### src/rtl/uart_pkg.sv
// uart_pkg: shared UART definitions used by the receiver, transmitter and rx FIFO
package uart_pkg;
  localparam int UART_DATA_WIDTH = 8;
  typedef enum logic {PARITY_EVEN = 1'b0, PARITY_ODD = 1'b1} parity_e;
  typedef logic [UART_DATA_WIDTH-1:0] uart_byte_t;
endpackage

### src/rtl/uart_sync_fifo.sv
// uart_sync_fifo: first-word-fall-through synchronous FIFO with registered occupancy
module uart_sync_fifo #(
  parameter int W = 8,
  parameter int DEPTH = 16
) (
  input  logic                       clk,
  input  logic                       reset,
  input  logic                       push,
  input  logic [W-1:0]               wdata,
  input  logic                       pop,
  output logic [W-1:0]               rdata,
  output logic [$clog2(DEPTH):0]     level,
  output logic                       full,
  output logic                       empty
);
  localparam int AW = $clog2(DEPTH);
  localparam logic [AW:0] LVL_FULL = (AW+1)'(DEPTH);
  logic [W-1:0] mem [DEPTH];
  logic [AW-1:0] wr_ptr_q, wr_ptr_d, rd_ptr_q, rd_ptr_d;
  logic [AW:0] level_q, level_d;
  logic do_push, do_pop;
  assign full = level_q == LVL_FULL;
  assign empty = level_q == '0;
  assign level = level_q;
  assign rdata = mem[rd_ptr_q];
  // a push into a full FIFO is only legal when the head leaves in the same cycle
  always_comb begin
    do_pop = pop & ~empty;
    do_push = push & (~full | do_pop);
    wr_ptr_d = do_push ? wr_ptr_q + 1'b1 : wr_ptr_q;
    rd_ptr_d = do_pop ? rd_ptr_q + 1'b1 : rd_ptr_q;
    level_d = (do_push & ~do_pop) ? level_q + 1'b1 : (do_pop & ~do_push) ? level_q - 1'b1 : level_q;
  end
  always_ff @(posedge clk) begin
    if (reset) begin
      wr_ptr_q <= '0;
      rd_ptr_q <= '0;
      level_q <= '0;
    end else begin
      wr_ptr_q <= wr_ptr_d;
      rd_ptr_q <= rd_ptr_d;
      level_q <= level_d;
    end
  end
  always_ff @(posedge clk) if (do_push) mem[wr_ptr_q] <= wdata;
endmodule

### src/rtl/uart_rx_fifo.sv
// uart_rx_fifo: captures one byte per rx_valid rise, drops parity errors, buffers good bytes
module uart_rx_fifo
  import uart_pkg::*;
#(
  parameter int DATA_WIDTH = UART_DATA_WIDTH,
  parameter int DEPTH = 16,
  parameter int ERR_CNT_WIDTH = 8
) (
  input  logic                      clk,
  input  logic                      reset,
  input  logic [DATA_WIDTH-1:0]     rx_data,
  input  logic                      rx_valid,
  input  logic                      rx_error,
  output logic [DATA_WIDTH-1:0]     m_data,
  output logic                      m_valid,
  input  logic                      m_ready,
  output logic [$clog2(DEPTH):0]    level,
  output logic                      full,
  output logic                      empty,
  output logic                      overflow,
  output logic [ERR_CNT_WIDTH-1:0]  parity_err_count,
  input  logic                      clear_flags
);
  logic rx_valid_q, overflow_q, overflow_d;
  logic [ERR_CNT_WIDTH-1:0] err_cnt_q, err_cnt_d;
  logic capture, good, bad, pop, push, drop;
  uart_sync_fifo #(.W(DATA_WIDTH), .DEPTH(DEPTH)) u_fifo (
    .clk(clk), .reset(reset), .push(push), .wdata(rx_data), .pop(pop),
    .rdata(m_data), .level(level), .full(full), .empty(empty)
  );
  assign m_valid = ~empty;
  assign overflow = overflow_q;
  assign parity_err_count = err_cnt_q;
  // set events take priority over clear_flags in the same cycle
  always_comb begin
    capture = rx_valid & ~rx_valid_q;
    good = capture & ~rx_error;
    bad = capture & rx_error;
    pop = m_valid & m_ready;
    push = good & (~full | pop);
    drop = good & full & ~pop;
    overflow_d = drop ? 1'b1 : clear_flags ? 1'b0 : overflow_q;
    err_cnt_d = bad ? (clear_flags ? ERR_CNT_WIDTH'(1) : (&err_cnt_q ? err_cnt_q : err_cnt_q + 1'b1))
                    : (clear_flags ? '0 : err_cnt_q);
  end
  always_ff @(posedge clk) begin
    if (reset) begin
      rx_valid_q <= 1'b1;
      overflow_q <= 1'b0;
      err_cnt_q <= '0;
    end else begin
      rx_valid_q <= rx_valid;
      overflow_q <= overflow_d;
      err_cnt_q <= err_cnt_d;
    end
  end
endmodule

### config.mk
export PLATFORM = sky130hd
export DESIGN_NAME = uart_rx_fifo
export DESIGN_NICKNAME = d
export VERILOG_FILES = /design/src/rtl/uart_pkg.sv /design/src/rtl/uart_sync_fifo.sv /design/src/rtl/uart_rx_fifo.sv
export SDC_FILE = /design/constraint.sdc
export NUM_CORES = 1
export LEC_CHECK = 0
export CAP_MARGIN = 30
export CORE_ASPECT_RATIO = 2
export CORE_UTILIZATION = 56
export CTS_BUF_LIST = sky130_fd_sc_hd__clkbuf_8 sky130_fd_sc_hd__clkbuf_16
export DETAILED_ROUTE_END_ITERATION = 10
export PLACE_DENSITY = 0.88
export SKIP_CTS_REPAIR_TIMING = 1
export SLEW_MARGIN = 10
export SYNTH_ARGS = -nofsm -noshare
export SYNTH_HDL_FRONTEND = slang
export SYNTH_HIERARCHICAL = 1
export SYNTH_SLANG_ARGS = --single-unit
### constraint.sdc
create_clock -name clk -period 5.8 [get_ports clk]
set_clock_uncertainty 0.1 [all_clocks]
set_input_delay 1.16 -clock clk [delete_from_list [all_inputs] [get_ports clk]]
set_output_delay 1.16 -clock clk [all_outputs]
set_load 0.02 [all_outputs]
=== After elaboration in Yosys (flattened, before gate mapping) ===
Memory sizes are Yosys's and may differ from the RTL's. A register that Yosys moved wholly into a read port is not among the register bits.
Cells that the tools add are included.

* Flip-flop bits (word level): 23
* Bits in latches: 0
* RAM bits: 128
* ROM bits: 0
* Memories: 1

* $add $sub $neg: 5
* Multiply operators: 0
* Div/mod/pow operators: 0
* Order comparisons: 0
* Equality and inequality tests: 2
* Shift operators: 0
* Multiplexer cells: 12
* Bitwise gates (word level): 20
* Reduce and logical (&&, ||, !) cells: 6

{| class="wikitable"
|+ Memory list
! memory !! words !! bits a word !! read ports !! clocked after Yosys merged registers in !! write ports !! RTL line !! text
|-
| u_fifo.mem || 16 || 8 || 1 || 1 || 1 || uart_sync_fifo.sv:18 || <nowiki>logic [W-1:0] mem [DEPTH];</nowiki>
|}

{| class="wikitable"
|+ Operator list
! cell !! count
|-
| $mux W8 || 4
|-
| $and A1 B1 Y1 || 11
|-
| $mux W5 || 2
|-
| $add A4 B1 Y4 const B || 2
|-
| $add A8 B1 Y8 const B || 1
|-
| $mux W4 || 2
|-
| $reduce_and A8 Y1 || 1
|-
| $not A1 Y1 || 7
|-
| $reduce_bool A2 Y1 || 3
|-
| $add A5 B1 Y5 const B || 1
|-
| $eq A5 B5 Y1 const B || 1
|-
| $logic_not A5 Y1 || 1
|-
| $sub A5 B1 Y5 const B || 1
|-
| $mux W1 || 4
|-
| $ne A2 B2 Y1 const B || 1
|-
| $or A1 B1 Y1 || 2
|-
| $reduce_and A2 Y1 || 1
|}

=== Logic depth before layout (Yosys ltp) ===
* Word-level depth: 10
* Mapped depth: 14
* Depth with buffers taken out: 13

=== Modules after synthesis ===
The synthesis kept the hierarchy.

{| class="wikitable"
|+ By module, submodules not included
! module !! times used !! cells an instance !! area each (um^2)
|-
| uart_sync_fifo || 1 || 311 || 5771.8
|-
| uart_rx_fifo || 1 || 66 || 593.1
|}

=== Worst setup path after synthesis ===
OpenSTA, ideal clock, no wires.

* Path type: input port to flip-flop
* Start point: input rx_error
* End point: register u_fifo.level_q[4] (netlist: u_fifo/level[4])
* Data arrival time: 3.781 ns
* Data required time: 5.579 ns
* Setup slack: 1.798 ns
* Stages: 11
* Path buffers: 0
* Cell sequence: nor3b_1 a21boi_0 o31ai_4 inv_1 ha_1 inv_1 ha_1 a21oi_1 a211oi_1 a31oi_1 mux2_2

* Word-level cells in the longest chain between the ends: 7
* Elaborated cells on any way between the ends: 9
* Classes of those cells: mux (1); bitwise (7); reduce/logical (1)

{| class="wikitable"
|+ Ends and longest elaborated chain
! what !! RTL line !! text
|-
| start: declaration || uart_rx_fifo.sv:13 || <nowiki>input logic rx_error,</nowiki>
|-
| $not A1 Y1 (*) || uart_rx_fifo.sv:37 || <nowiki>good = capture & ~rx_error;</nowiki>
|-
| $and A1 B1 Y1 (*) || uart_rx_fifo.sv:37 ||
|-
| $and A1 B1 Y1 (*) || uart_rx_fifo.sv:40 || <nowiki>push = good & (~full | pop);</nowiki>
|-
| via push || uart_rx_fifo.sv:26 || <nowiki>logic capture, good, bad, pop, push, drop;</nowiki>
|-
| $and A1 B1 Y1 (*) || uart_sync_fifo.sv:29 || <nowiki>do_push = push & (~full | do_pop);</nowiki>
|-
| via u_fifo.do_push || uart_sync_fifo.sv:21 || <nowiki>logic do_push, do_pop;</nowiki>
|-
| $not A1 Y1 || uart_sync_fifo.sv:32 || <nowiki>level_d = (do_push & ~do_pop) ? level_q + 1'b1 : (do_pop & ~do_push) ? level_q - 1'b1 : level_q;</nowiki>
|-
| $and A1 B1 Y1 || uart_sync_fifo.sv:32 ||
|-
| $reduce_bool A2 Y1 (no line) || n/a ||
|-
| end signal: assignment || uart_sync_fifo.sv:42 || <nowiki>level_q <= level_d;</nowiki>
|-
| end: declaration || uart_sync_fifo.sv:20 || <nowiki>logic [AW:0] level_q, level_d;</nowiki>
|}

The timed path passes the listed nets; every way through them passes the cells marked *.
A chain may end at the register's enable or synchronous reset.

==> impl_results.md <==
- Worst setup path class: flip-flop to output pin
- GRT Util Overall: 0.231
- Area of the multi-input gates: 1870 um^2
- Vias per cell: 5.99
- Largest net degree at the start of global routing: 27
- Lkg Pwr: 2.43 nW
- Max-Cap Viols: 0
- Clock buffer depth: 2
- Setup-failing EPs final: 0
- Synthesis-to-finish area growth: 18.5%
- Fmax: 239 MHz
- CTS clock-pin slew for the worst setup and hold paths: 60 ps
- Layout cells sized above 1: 0.200
- Synth cell types: 53
- CP endpoint kind: output pin
- Max Transition Viols Final: 0
- Post-detailed-route wirelength per cell: 21.9 um
- IO Port Bufs: 38
- Vias: 3466
- FILL cells: 696
- Mapped Cells: 377
- Initial antenna violation count: 0
- Synth Net Count: 402
- Final wirelength: 12.7 mm
- Layout Nets: 451
- Ys Warns: 6
- Area leader, netlist: edfxtp_1
- Antenna diodes: 0
- DRC violation count after routing: 0
- Floorplan row count: 54
- Routed Antenna Nets: 0
- Hpwl dp: 8.67 mm
- Io pins: 39
- EDFF count, synth: 128
- P_sw: 0.771 mW
- Worst hold path class: flip-flop to flip-flop
- Syn avg cell area: 16.9 um^2
- DIE HEIGHT: 153 um
- Final count of hold timing violations: 0
- Worst slew pin tran: 1060 ps
- Routability Congestion: 0.753
- Fin Hold WS: 398 ps
- First-pass GRT wire length: 19.9 mm
- CTS H-tree lvls: 4
- Die W: 77.4 um
- Asr flop ratio synth: 0
- Worst setup SP type: flip-flop
- Slew headroom: 0.290
- Yosys reg bits: 155
- Setup_tns: 0 ps
- Vias in the first global route: 3755
- Peak VDD IR: 419 uV
- Register area: 4390 um^2
- Grt total ovfl: 0
- TritonCTS buffer count: 17
- RSZ-0062 raised after global routing: no
- Critical Path RT: 4540 ps
- CTS sink count: 155
- Status: finished clean
- Clock Latency Late Sink: 410 ps
- CP peak stage delay: 840 ps
- Root Driver: clkbuf_16
- Internal: 2.24 mW
- Critical path, cell by cell: buf_4, mux4_2, a22oi_1, nand2_1, clkdlybuf4s50_1
- R2R setup slack: 2160 ps
- Critical path's slowest cell: dfxtp_1
- Most frequent cells after synthesis: 128 x edfxtp_1, 32 x mux4_2, 32 x nor2_1, 27 x dfxtp_1, 20 x nand2_1
- Top-count cell post-synth: edfxtp_1
- Area share of the largest cell type after synthesis: 0.604
- Sequential fraction of the synthesis area: 0.689
- Final Core Density: 0.685
- Flop pwr share: 0.426
- Logic pwr share: 0.194
- Area contributors post-synth: edfxtp_1 60%, mux4_2 11%, dfxtp_1 8.5%
- Area of the core: 11000 um^2
- Min Clock Period, post-route: 4180 ps
- CTS tree: built
- Switching Share: 0.256
- Initial Util: 0.578
- Die area: 11800 um^2
- First-pass DRT Iterations: 5
- Pwr/cell area: 399 nW/um^2
- Mapped Area: 6360 um^2
- Fin crit share: 0.720
- DR iter-0 viols: 333
- Worst Path Arrival: 2920 ps
- Ys flop type: edfxtp_1
- Crit Path Max Fanout: 17
- Clock power share: 0.381
==> final timing paths <==
kind                                  endpoint  cells after the start                          from
setup / recovery                     m_data[7]                      5                     flip-flop
hold / removal           overflow$_SDFFE_PP0P_                      2         overflow$_SDFFE_PP0P_
setup reg to reg  u_fifo/level[3]$_SDFFE_PP0P_                     13  u_fifo/level[0]$_SDFFE_PP0P_
hold reg to reg          overflow$_SDFFE_PP0P_                      2         overflow$_SDFFE_PP0P_
==> layout make-up <==
type | instances | share of cell area
flip-flops and latches | 155 | 0.581
multi-input cells | 196 | 0.248
repair buffers | 46 | 0.0600
clock buffers | 17 | 0.0564
clock inverters | 15 | 0.0262
well taps | 140 | 0.0232
inverters | 10 | 0.00498
==> cells in the final DEF, fill, tap and decap left out, types with 2 or more instances in the layout <==
| cell type | netlist | final |
|---|---|---|
| inv_6 | 0 | 2 |
| bufinv_16 | 0 | 4 |
| a21o_1 | 2 | 2 |
| clkbuf_16 | 0 | 17 |
| xor2_1 | 5 | 5 |
| ha_1 | 10 | 10 |
| buf_4 | 0 | 7 |
| nand2_1 | 20 | 20 |
| nor2_1 | 32 | 32 |
| a211oi_1 | 4 | 4 |
| clkinv_1 | 0 | 2 |
| clkinv_4 | 0 | 3 |
| or2_2 | 3 | 3 |
| dfxtp_1 | 27 | 26 |
| clkinvlp_4 | 0 | 3 |
| edfxtp_1 | 128 | 128 |
| inv_1 | 10 | 11 |
| nor3b_1 | 2 | 2 |
| nor3_1 | 5 | 5 |
| mux4_2 | 32 | 32 |
| or3_1 | 4 | 4 |
| nand2b_1 | 4 | 4 |
| a22oi_1 | 16 | 16 |
| mux2i_1 | 7 | 7 |
| nand3_1 | 5 | 5 |
| nand4b_1 | 3 | 3 |
| nand3_2 | 3 | 3 |
| nor4_1 | 2 | 2 |
| xnor2_1 | 2 | 2 |
| o21ai_0 | 3 | 3 |
| nor2b_1 | 2 | 2 |
| a21oi_1 | 6 | 6 |
| clkdlybuf4s50_1 | 0 | 38 |
| o211ai_1 | 2 | 2 |
==> critical path, delay by kind of cell, from the launching register on <==
kind	cells	cell delay, ps
mux	1	350
simple gates	1	100
flops	1	840
compound gates	1	270
buf+inv	2	940
==> layer usage <==
layer | part of all wire | track usage | up-vias
met5 | 0 | 0 | -
met2 | 0.57 | 0.424 | 108
li1 | - | - | 1586
met1 | 0.37 | 0.245 | 1748
met4 | 0.028 | 0.129 | 0
met3 | 0.033 | 0.0353 | 24
==> cell families (layout without fill, tap and decap cells) <==
family	count (synthesis)	count (layout)	synth area share
AND/OR/NAND/NOR	96	96	0.0804
flip-flops	155	155	0.689
AO/OA/AOI/OAI	42	42	0.0550
multiplexers	40	40	0.126
buffers and inverters	26	88	0.0173
XOR/XNOR	7	7	0.00963
adder cells (fa/ha/maj)	11	11	0.0228
==> state kept, by name, indices dropped and copies added, names as in the netlist, named ones only <==
| name | flops |
|---|---|
| overflow | 1 |
| u_fifo/rd_ptr_q | 4 |
| u_fifo/level | 5 |
| rx_valid_q | 1 |
| u_fifo/mem | 128 |
| u_fifo/wr_ptr_q | 4 |
| parity_err_count | 8 |
==> stage by stage <==
stage               worst slack, ps  area [um^2]  total power [mW]  cells
finish                         1620         7540              3.01    579
global route                   1460         7540              3.12    579
CTS                            1590         7540              3.03    578
detailed placement             1630         6910              1.89    546
global placement               1670         6890              1.86    545
floorplan                      1800         6360              1.71    377
==> power groups by stage <==
stage               registers (mW)  clock network, mW  logic, mW
floorplan                     1.29                  0      0.422
global placement              1.33                  0      0.530
CTS                           1.28               1.16      0.590
finish                        1.28               1.15      0.583
detailed placement            1.31                  0      0.584
global route                  1.29               1.21      0.623
Note: power is estimated with default switching activity, not from simulation.
